===== config.mk =====
export PLATFORM = sky130hd
export DESIGN_NAME = qif_neuron_bank
export DESIGN_NICKNAME = d
export VERILOG_FILES = /design/src/rtl/qif_pkg.sv /design/src/rtl/qif_update.sv /design/src/rtl/qif_neuron_bank.sv
export SDC_FILE = /design/constraint.sdc
export NUM_CORES = 1
export LEC_CHECK = 0
export ABC_AREA = 1
export BUFFER_PORTS_ARGS = -buffer_cell sky130_fd_sc_hd__clkbuf_2
export CORE_MARGIN = 2
export CORE_UTILIZATION = 30
export CTS_CLUSTER_SIZE = 20
export DETAILED_ROUTE_END_ITERATION = 16
export SYNTH_ARGS = -nofsm -noshare
export SYNTH_HDL_FRONTEND = slang
export SYNTH_SLANG_ARGS = --single-unit

===== constraint.sdc =====
create_clock -name clk -period 12.4 [get_ports clk]
set_input_delay 0 -clock clk [delete_from_list [all_inputs] [get_ports clk]]
set_output_delay 0 -clock clk [all_outputs]
set_load 0.1 [all_outputs]

===== src/rtl/qif_pkg.sv =====
// Shared types and helpers for the QIF neuron bank: FSM state encoding,
// default neuron constants and the membrane saturation function.
package qif_pkg;

    typedef enum logic [1:0] {
        ST_IDLE   = 2'd0,
        ST_UPDATE = 2'd1,
        ST_DONE   = 2'd2
    } state_t;

    localparam int DEF_V_PEAK  = 4096;
    localparam int DEF_V_RESET = -256;
    localparam int DEF_LEAK    = 16;

    // Clamp a wide signed sum into the representable range of a w-bit signed membrane.
    function automatic logic signed [63:0] sat_v(input logic signed [63:0] s, input int w);
        logic signed [63:0] hi;
        logic signed [63:0] lo;
        hi = (64'sd1 <<< (w - 1)) - 64'sd1;
        lo = -(64'sd1 <<< (w - 1));
        if (s > hi) begin
            sat_v = hi;
        end else if (s < lo) begin
            sat_v = lo;
        end else begin
            sat_v = s;
        end
    endfunction

endpackage


===== src/rtl/qif_update.sv =====
// Combinational single-neuron QIF step: V' = V + (V*V >> SQ_SHIFT) + B - LEAK.
// Optional refractory handling is compiled in with QIF_REFRACTORY_EN.
module qif_update
    import qif_pkg::*;
#(
    parameter int IN_W         = 8,
    parameter int V_W          = 16,
    parameter int SQ_SHIFT     = 8,
    parameter int LEAK         = DEF_LEAK,
    parameter int V_PEAK       = DEF_V_PEAK,
`ifdef QIF_REFRACTORY_EN
    parameter int REF_W        = 2,
    parameter int REFRAC_STEPS = 2,
`endif
    parameter int V_RESET      = DEF_V_RESET
) (
    input  logic signed [V_W-1:0]  v_i,
    input  logic        [IN_W-1:0] b_i,
`ifdef QIF_REFRACTORY_EN
    input  logic        [REF_W-1:0] ref_i,
    output logic        [REF_W-1:0] ref_o,
`endif
    output logic signed [V_W-1:0]  v_o,
    output logic                   spike_o
);

    localparam int SUM_W = 2 * V_W + 2;
    localparam logic signed [SUM_W-1:0] LEAK_S  = SUM_W'(LEAK);
    localparam logic signed [SUM_W-1:0] PEAK_S  = SUM_W'(V_PEAK);
    localparam logic signed [V_W-1:0]   RESET_S = V_W'(V_RESET);
`ifdef QIF_REFRACTORY_EN
    localparam logic [REF_W-1:0]        REF_LOAD = REF_W'(REFRAC_STEPS);
`endif

    logic signed [2*V_W-1:0] v_ext_s;
    logic        [2*V_W-1:0] sq_s;
    logic signed [SUM_W-1:0] sum_s;
    logic                    cross_s;

    // Square, sum and threshold test; the spike decision uses the unsaturated sum.
    always_comb begin
        v_ext_s = {{V_W{v_i[V_W-1]}}, v_i};
        sq_s    = $unsigned(v_ext_s * v_ext_s);
        sum_s   = {{2{v_ext_s[2*V_W-1]}}, v_ext_s}
                + {2'b00, (sq_s >> SQ_SHIFT)}
                + {{(SUM_W - IN_W){1'b0}}, b_i}
                - LEAK_S;
        cross_s = (sum_s >= PEAK_S);
    end

    // Select the new membrane value and spike flag.
    always_comb begin
        v_o     = V_W'(sat_v(64'(sum_s), V_W));
        spike_o = 1'b0;
`ifdef QIF_REFRACTORY_EN
        ref_o   = {REF_W{1'b0}};
        if (ref_i != {REF_W{1'b0}}) begin
            v_o   = RESET_S;
            ref_o = ref_i - REF_W'(1);
        end else if (cross_s) begin
            v_o     = RESET_S;
            spike_o = 1'b1;
            ref_o   = REF_LOAD;
        end else begin
            ref_o = {REF_W{1'b0}};
        end
`else
        if (cross_s) begin
            v_o     = RESET_S;
            spike_o = 1'b1;
        end else begin
            spike_o = 1'b0;
        end
`endif
    end

endmodule


===== src/rtl/qif_neuron_bank.sv =====
// Bank of NUM_CH QIF neurons sharing one time-multiplexed qif_update datapath.
// Define QIF_REFRACTORY_EN to add per-channel refractory counters.
module qif_neuron_bank
    import qif_pkg::*;
#(
    parameter int NUM_CH       = 4,
    parameter int IN_W         = 8,
    parameter int V_W          = 16,
    parameter int SQ_SHIFT     = 8,
    parameter int LEAK         = DEF_LEAK,
    parameter int V_PEAK       = DEF_V_PEAK,
    parameter int V_RESET      = DEF_V_RESET,
    parameter int REFRAC_STEPS = 2,
    localparam int IDX_W       = (NUM_CH > 1) ? $clog2(NUM_CH) : 1
) (
    input  logic                     clk,
    input  logic                     rst_n,
    input  logic                     step,
    input  logic [NUM_CH*IN_W-1:0]   b_in,
    input  logic [IDX_W-1:0]         mon_sel,
    output logic                     busy,
    output logic                     step_done,
    output logic [NUM_CH-1:0]        spike_vec,
    output logic                     spike_valid,
    output logic [IDX_W-1:0]         spike_ch,
    output logic signed [V_W-1:0]    v_mon
);

    localparam logic [IDX_W-1:0] LAST_IDX = IDX_W'(NUM_CH - 1);
    localparam logic [IDX_W:0]   NUM_CH_L = (IDX_W + 1)'(NUM_CH);
    localparam int REF_W = (REFRAC_STEPS > 0) ? $clog2(REFRAC_STEPS + 1) : 1;

    if (NUM_CH < 1 || REFRAC_STEPS < 0) begin : g_bad_cfg
        $error("qif_neuron_bank: NUM_CH must be >= 1 and REFRAC_STEPS >= 0");
    end

    state_t                  state_q;
    logic [IDX_W-1:0]        idx_q;
    logic [NUM_CH*IN_W-1:0]  b_q;
    logic signed [V_W-1:0]   v_q [NUM_CH];
    logic [NUM_CH-1:0]       spike_acc_q;
    logic                    busy_q;
    logic                    step_done_q;
    logic [NUM_CH-1:0]       spike_vec_q;
    logic                    spike_valid_q;
    logic [IDX_W-1:0]        spike_ch_q;
    logic signed [V_W-1:0]   v_mon_q;

    logic signed [V_W-1:0]   cur_v_s;
    logic [IN_W-1:0]         cur_b_s;
    logic signed [V_W-1:0]   new_v_s;
    logic                    new_spike_s;
    logic [IDX_W-1:0]        mon_idx_s;

`ifdef QIF_REFRACTORY_EN
    logic [REF_W-1:0]        ref_q [NUM_CH];
    logic [REF_W-1:0]        cur_ref_s;
    logic [REF_W-1:0]        new_ref_s;
`endif

    // Operand fetch for the channel being updated and a range-safe monitor index.
    always_comb begin
        cur_v_s = v_q[idx_q];
        cur_b_s = b_q[int'(idx_q) * IN_W +: IN_W];
`ifdef QIF_REFRACTORY_EN
        cur_ref_s = ref_q[idx_q];
`endif
        if ({1'b0, mon_sel} < NUM_CH_L) begin
            mon_idx_s = mon_sel;
        end else begin
            mon_idx_s = {IDX_W{1'b0}};
        end
    end

    qif_update #(
        .IN_W         (IN_W),
        .V_W          (V_W),
        .SQ_SHIFT     (SQ_SHIFT),
        .LEAK         (LEAK),
        .V_PEAK       (V_PEAK),
`ifdef QIF_REFRACTORY_EN
        .REF_W        (REF_W),
        .REFRAC_STEPS (REFRAC_STEPS),
`endif
        .V_RESET      (V_RESET)
    ) u_update (
        .v_i     (cur_v_s),
        .b_i     (cur_b_s),
`ifdef QIF_REFRACTORY_EN
        .ref_i   (cur_ref_s),
        .ref_o   (new_ref_s),
`endif
        .v_o     (new_v_s),
        .spike_o (new_spike_s)
    );

    // Step sequencer, neuron state arrays and all registered outputs.
    always_ff @(posedge clk or negedge rst_n) begin
        if (!rst_n) begin
            state_q       <= ST_IDLE;
            idx_q         <= {IDX_W{1'b0}};
            b_q           <= {(NUM_CH*IN_W){1'b0}};
            spike_acc_q   <= {NUM_CH{1'b0}};
            busy_q        <= 1'b0;
            step_done_q   <= 1'b0;
            spike_vec_q   <= {NUM_CH{1'b0}};
            spike_valid_q <= 1'b0;
            spike_ch_q    <= {IDX_W{1'b0}};
            v_mon_q       <= {V_W{1'b0}};
            for (int k = 0; k < NUM_CH; k++) begin
                v_q[k] <= {V_W{1'b0}};
`ifdef QIF_REFRACTORY_EN
                ref_q[k] <= {REF_W{1'b0}};
`endif
            end
        end else begin
            step_done_q   <= 1'b0;
            spike_valid_q <= 1'b0;
            v_mon_q       <= v_q[mon_idx_s];
            case (state_q)
                ST_IDLE: begin
                    if (step) begin
                        b_q         <= b_in;
                        idx_q       <= {IDX_W{1'b0}};
                        spike_acc_q <= {NUM_CH{1'b0}};
                        busy_q      <= 1'b1;
                        state_q     <= ST_UPDATE;
                    end
                end
                ST_UPDATE: begin
                    v_q[idx_q]         <= new_v_s;
`ifdef QIF_REFRACTORY_EN
                    ref_q[idx_q]       <= new_ref_s;
`endif
                    spike_acc_q[idx_q] <= new_spike_s;
                    spike_valid_q      <= new_spike_s;
                    spike_ch_q         <= idx_q;
                    if (idx_q == LAST_IDX) begin
                        state_q <= ST_DONE;
                    end else begin
                        idx_q <= idx_q + IDX_W'(1);
                    end
                end
                ST_DONE: begin
                    // Publish the whole step's spikes together with the done pulse.
                    spike_vec_q <= spike_acc_q;
                    step_done_q <= 1'b1;
                    busy_q      <= 1'b0;
                    state_q     <= ST_IDLE;
                end
                default: begin
                    busy_q  <= 1'b0;
                    state_q <= ST_IDLE;
                end
            endcase
        end
    end

    assign busy        = busy_q;
    assign step_done   = step_done_q;
    assign spike_vec   = spike_vec_q;
    assign spike_valid = spike_valid_q;
    assign spike_ch    = spike_ch_q;
    assign v_mon       = v_mon_q;

endmodule


* After elaboration in Yosys (flattened, before gate mapping)
Cells that the tools add are included.
** Word-level totals
- Bits in registers :: 129
- Input bits :: 37
- Output and inout port bits :: 25
- Logic and storage cells :: 74
** Cells by class
- Add/sub/neg operators :: 4
- Multiply operators :: 1
- Order comparisons :: 8
- Eq/ne operators :: 6
- Shift-type cells :: 1
- Multiplexer cells :: 28
- Bitwise gates (word level) :: 3
- Reductions and logical operators :: 9
** Operators by type and width (count)
- 16-bit 2-to-1 mux :: 8
- 16-bit binary-select mux with 2-bit select :: 2
- 64-bit bitwise mux :: 1
- 34-bit by 8-bit adder with 34-bit output :: 1
- 34-bit by 14-bit greater-or-equal comparator with 1-bit output, second input constant :: 1
- 34-bit by 16-bit > comparator with 1-bit output, second input constant :: 1
- 34-bit by 16-bit < comparator with 1-bit output, second input constant :: 1
- 34-bit by 5-bit subtractor with 34-bit output, second input constant :: 1
- 16-bit demux with 2-bit select :: 1
- 16-bit by 16-bit multiplier with 32-bit output :: 1
- 32-bit by 6-bit variable part select with 8-bit output :: 1
- 16-bit by 25-bit adder with 26-bit output :: 1
- 2-bit 2-to-1 mux :: 4
- 2-bit one-hot mux with 2 select lines :: 2
- 4-bit one-hot mux with 2 select lines :: 1
- 2-bit AND reduction :: 4
- 3-bit greater-or-equal comparator, second input constant :: 2
- 2-bit != test, second input constant :: 3
- 2-bit inverter with 3-bit output :: 2
- 1-bit 2-to-1 mux :: 5
- 4-bit bitwise mux :: 1
- 2-bit == test, second input constant :: 2
- 4-bit 2-to-1 mux :: 1
- 2-bit by 3-bit < comparator with 1-bit output, second input constant :: 1
- 11 further kinds :: 12

* Logic depth before layout (Yosys ltp)
- Word-level depth :: 13
- Mapped depth :: 60
- Mapped depth without buffers :: 57

* Modules after synthesis
Synthesis repeated with hierarchy kept, for this count alone.
** Unflattened totals
- Cell total of the unflattened synthesis :: 2376
- Area, all modules :: 18126.1 sq um
** Modules (own cells, without submodules)
- qif_update :: times used 1, cells an instance 1593, area each 11991.5 sq um, sequential area each 0.0 sq um
- qif_neuron_bank :: times used 1, cells an instance 783, area each 6134.6 sq um, sequential area each 3228.1 sq um

* Worst setup path before layout
OpenSTA, ideal clock, no wires.
- Path kind :: register -> register
- From :: register idx_q[0]
- To :: register v_q[28] (netlist bit)
- Library setup time :: 117 ps
- Arrival :: 10361 ps
- Required time :: 12283 ps
- Path slack :: 1922 ps
- Stages on the path, launching flop included :: 53
- Path buffers :: 3
- Clock period less this slack :: 10478 ps
- Cells stage by stage :: dfrtp_1 inv_1 clkbuf_1 clkbuf_1 nand2_1 a32oi_1 clkinv_1 nor2_1 fa_1 inv_1 fa_1 fa_1 fa_1 inv_1 fa_1 fa_1 ha_1 nand2_1 [... 17 more ...] ha_1 nand2_1 inv_1 a21oi_1 a21boi_0 nand3b_1 nand3_1 nand2_2 inv_1 nor2_1 nand2_1 nor2_2 nand3_2 nand2_4 buf_8 nand2_2 nand2_1 nand2_1
** On the way
- Longest elaborated chain between the ends :: 13
- Elaborated cells between the ends (all ways) :: 21
- Classes of those cells :: add/sub (3); mul (1); order compare (5); shift (1); mux (9); bitwise (1); reduce/logical (1)
** RTL lines
- from (decl) :: line qif_neuron_bank.sv:38 : logic [IDX_W-1:0] idx_q;
- from (signal assigned) :: line qif_neuron_bank.sv:101 : idx_q <= {IDX_W{1'b0}};
- from (signal assigned) :: line qif_neuron_bank.sv:124 : idx_q <= {IDX_W{1'b0}};
- from (signal assigned) :: line qif_neuron_bank.sv:141 : idx_q <= idx_q + IDX_W'(1);
- 2-bit inverter with 3-bit output (implied by the code) :: line qif_neuron_bank.sv:63, qif_neuron_bank.sv:131
- 16-bit binary-select mux with 2-bit select :: line qif_neuron_bank.sv:63 : cur_v_s = v_q[idx_q];
- 16-bit 2-to-1 mux (implied by the code) (2 in series) :: line qif_neuron_bank.sv:63
- 16-bit by 16-bit multiplier with 32-bit output :: line qif_update.sv:43 : sq_s = $unsigned(v_ext_s * v_ext_s);
- 16-bit by 25-bit adder with 26-bit output :: line qif_update.sv:45 : + {2'b00, (sq_s >> SQ_SHIFT)}
- 34-bit by 8-bit adder with 34-bit output :: line qif_update.sv:46 : + {{(SUM_W - IN_W){1'b0}}, b_i}
- 34-bit by 5-bit subtractor with 34-bit output :: line qif_update.sv:47 : - LEAK_S;
- 34-bit by 16-bit < comparator with 1-bit output :: line qif_pkg.sv:23 : end else if (s < lo) begin
- 16-bit 2-to-1 mux :: line qif_pkg.sv:23
- 16-bit 2-to-1 mux :: line qif_pkg.sv:21 : if (s > hi) begin
- 16-bit 2-to-1 mux :: line qif_update.sv:68 : if (cross_s) begin
- 64-bit bitwise mux * :: line qif_neuron_bank.sv:131 : v_q[idx_q] <= new_v_s;
- to (signal, indexed assignment) :: line qif_neuron_bank.sv:111 : v_q[k] <= {V_W{1'b0}};
- to (signal, indexed assignment) :: line qif_neuron_bank.sv:131
- to (decl) :: line qif_neuron_bank.sv:40 : logic signed [V_W-1:0] v_q [NUM_CH];
Every way passes the cells marked *; elsewhere a longest branch is shown, timed or not. The select of a mux whose other input is x is not followed.
A chain may end at the register's enable or synchronous reset.

* Final worst setup path
- From :: register idx_q[0]
- To :: register v_q[27] (netlist bit)
The elaborated chain is that of the path after synthesis.

==> results.json <==
{
  "vias": 15600,
  "slowest_delay_ns": 0.88,
  "path_buf_inv": 15,
  "ys_ff_latch": 129,
  "cts_tree": "done",
  "avgSynthCellArea_um2": 7.63,
  "clock_path_buffers": 2,
  "wirelength_mm": 49.2,
  "critPathSlowestCell": "fa_1",
  "pin_count": 62,
  "routabilityCongestion": 0.864,
  "netlist_area_mm2": 0.0185,
  "die_y_um": 252,
  "synth-xor-area-share_pct": 3.50,
  "grt_pass1_wl_mm": 80.8,
  "grt_use_total_pct": 15.8,
  "cts_num_sinks": 129,
  "ys.warnings.count": 0,
  "crit_path_start": "idx_q[0]",
  "cts-root-buf": "clkbuf_16",
  "die-area_mm2": 0.0637,
  "fp-row-count": 91,
  "final_cell_mix": "nand2_1, inv_1, fa_1",
  "drtIter0Drc": 877,
  "syn-num-nets": 2839,
  "min_period_ns": 11.39,
  "vias_per_cell": 4.69,
  "synth_top_family_by_area": "adder cells",
  "synth-simple-area-share_pct": 22.3,
  "portBuffers": 61,
  "dp.final_hpwl_mm": 38.7,
  "drive_gt1_share_pct": 9.12,
  "ys_seq_area_share_pct": 17.5,
  "synthCells": 2425,
  "ant_nets": 0,
  "post_cts_buffers": 0,
  "crit_type": "reg2reg",
  "rsz0062_at_grt": "no",
  "wl_per_cell_um": 14.8,
  "synth_compound_area_share_pct": 7.67,
  "setup.worst_path.start_class": "flop",
  "yosysTopAreaCell": "fa_1",
  "hold_violations": 0,
  "grt_max_degree": 68,
  "hp-class": "in2reg",
  "crit_required_ns": 12.71,
  "final_max_slew_viol_count": 0,
  "core_area_mm2": 0.0614,
  "crit_path_end_kind": "flop",
  "final.setup.tns_ns": 0,
  "r2r-start": "idx_q[0]",
  "ys_types": 50,
  "crit_family": "adder cells",
  "syn_to_final_growth_pct": 12.1,
  "slew_headroom_pct": 30.0,
  "antennaDiodeCount": 0,
  "htreeDepth": 4,
  "dr.pass1.iters": 5,
  "setup_viol": 0,
  "tightest_slew_ns": 1.05,
  "cts_buffers": 17,
  "die_width_um": 252,
  "fin_util_pct": 33.8,
  "fmax_ghz": 0.0878,
  "crit_top_cell": "inv_1",
  "final_nets": 2934,
  "antenna_found_initial": 0,
  "synth_area_leaders": "fa_1, dfrtp_1, nand2_1",
  "fin_skew_ns": 0.0102,
  "period_share_pct": 91.8,
  "drc": 0,
  "arrival_ns": 11.70,
  "grt_pass1_vias": 15600,
  "min_from": "mon_sel[1]",
  "cap_violations": 0,
  "synth-adder-area-share_pct": 35.0,
  "crit_fanout": 51,
  "yosysTopAreaCellShare_pct": 25.2,
  "clk_pin_slew_worst_paths_ns": 0.06,
  "muxShareOfSynthArea_pct": 1.95,
  "gr-total-overflow": 0,
  "start_util_pct": 30.1,
  "final_common_cell": "nand2_1",
  "status": "completed",
  "worstSkewPairLatency_ns": 0.43
}
## cells in the mapped netlist (all sizes together)
cell      n
a211oi    1
a21boi    7
a21o      7
a21oi    88
a221oi    1
a31o      7
a31oi     6
a32o      4
a32oi    13
and2      3
buf      17
clkbuf   35
clkinv    7
dfrtp   129
fa      233
ha      144
inv     527
mux2     32
nand2   606
nand3   110
nand3b    5
nand4    20
nor2    218
nor3     13
nor3b     1
nor4      3
o211ai    1
o21a      1
o21ai    85
o21bai    3
o221ai    1
o22ai    20
or2       3
xnor2    35
xor2     39
## path summary, 6_finish.rpt
check / end / slack [ns] / cells after the start
max: v_q[27] / 1.01 / 50
min: v_mon[11] / 0.18 / 3
max reg2reg: v_q[27] / 1.01 / 50
min reg2reg: busy / 0.47 / 1
max in group asynchronous: v_q[30] / 10.79 / 3
min in group asynchronous: spike_vec[3] / 0.21 / 2
## cells by family (layout without fill, tap and decap cells)
kind of cell    Yosys count  after routing
simple gates            982            982
buf+inv                 586            694
fa+ha+maj               377            377
compound gates          245            245
flops                   129            129
xor+xnor                 74             74
mux                      32             32
## final cells by class
cell class / instances / area (µm²)
clock inverter: 13 / 149
inverter: 534 / 2010
timing repair buffer: 128 / 896
fill: 6407 / 40600
clock buffer: 19 / 453
sequential: 129 / 3230
multi-input combinational: 1710 / 13000
tap: 790 / 988
## state kept, by name, indices dropped and copies added, names as in the netlist
signal / count
idx_q: 2
v_q: 64
v_mon: 16
spike_vec: 4
busy: 1
spike_ch: 2
state_q: 2
spike_valid: 1
spike_acc_q: 4
step_done: 1
b_q: 32
## stage by stage
stage	hold WS (ns)	area [µm²]	instances	setup slack, ns
6_report	0.180	20700	3323	1.01
3_3_place_gp	0.142	19800	3257	0.908
5_1_grt	0.179	20700	3323	0.0379
2_1_floorplan	-0.296	18500	2425	1.92
3_5_place_dp	0.134	19800	3257	0.879
4_1_cts	0.172	20700	3323	0.810
## per-layer routing
layer / wire (µm) / part of all wire [%] / track usage [%] / vias up
li1: - / - / - / 7630
met1: 22100 / 45 / 21.5 / 7503
met2: 23600 / 48 / 26.7 / 377
met3: 2410 / 4.9 / 1.98 / 62
met4: 1060 / 2.1 / 3.99 / 0
met5: 0 / 0 / 0 / -
## what timing repair did
item,CTS,global route
gates resized for setup,0,2
hold buffers,34,0
hold endpoints to repair,95,0
endpoints found under the setup margin,0,28
## tightest hold or removal path, stage by stage
cell and delay (ns):
clkbuf_2 0.30, o21ai_0 0.17, o22ai_1 0.09
Power is not shown: default switching activity piles up to over one toggle a cycle in this logic, so the estimate is an artifact.
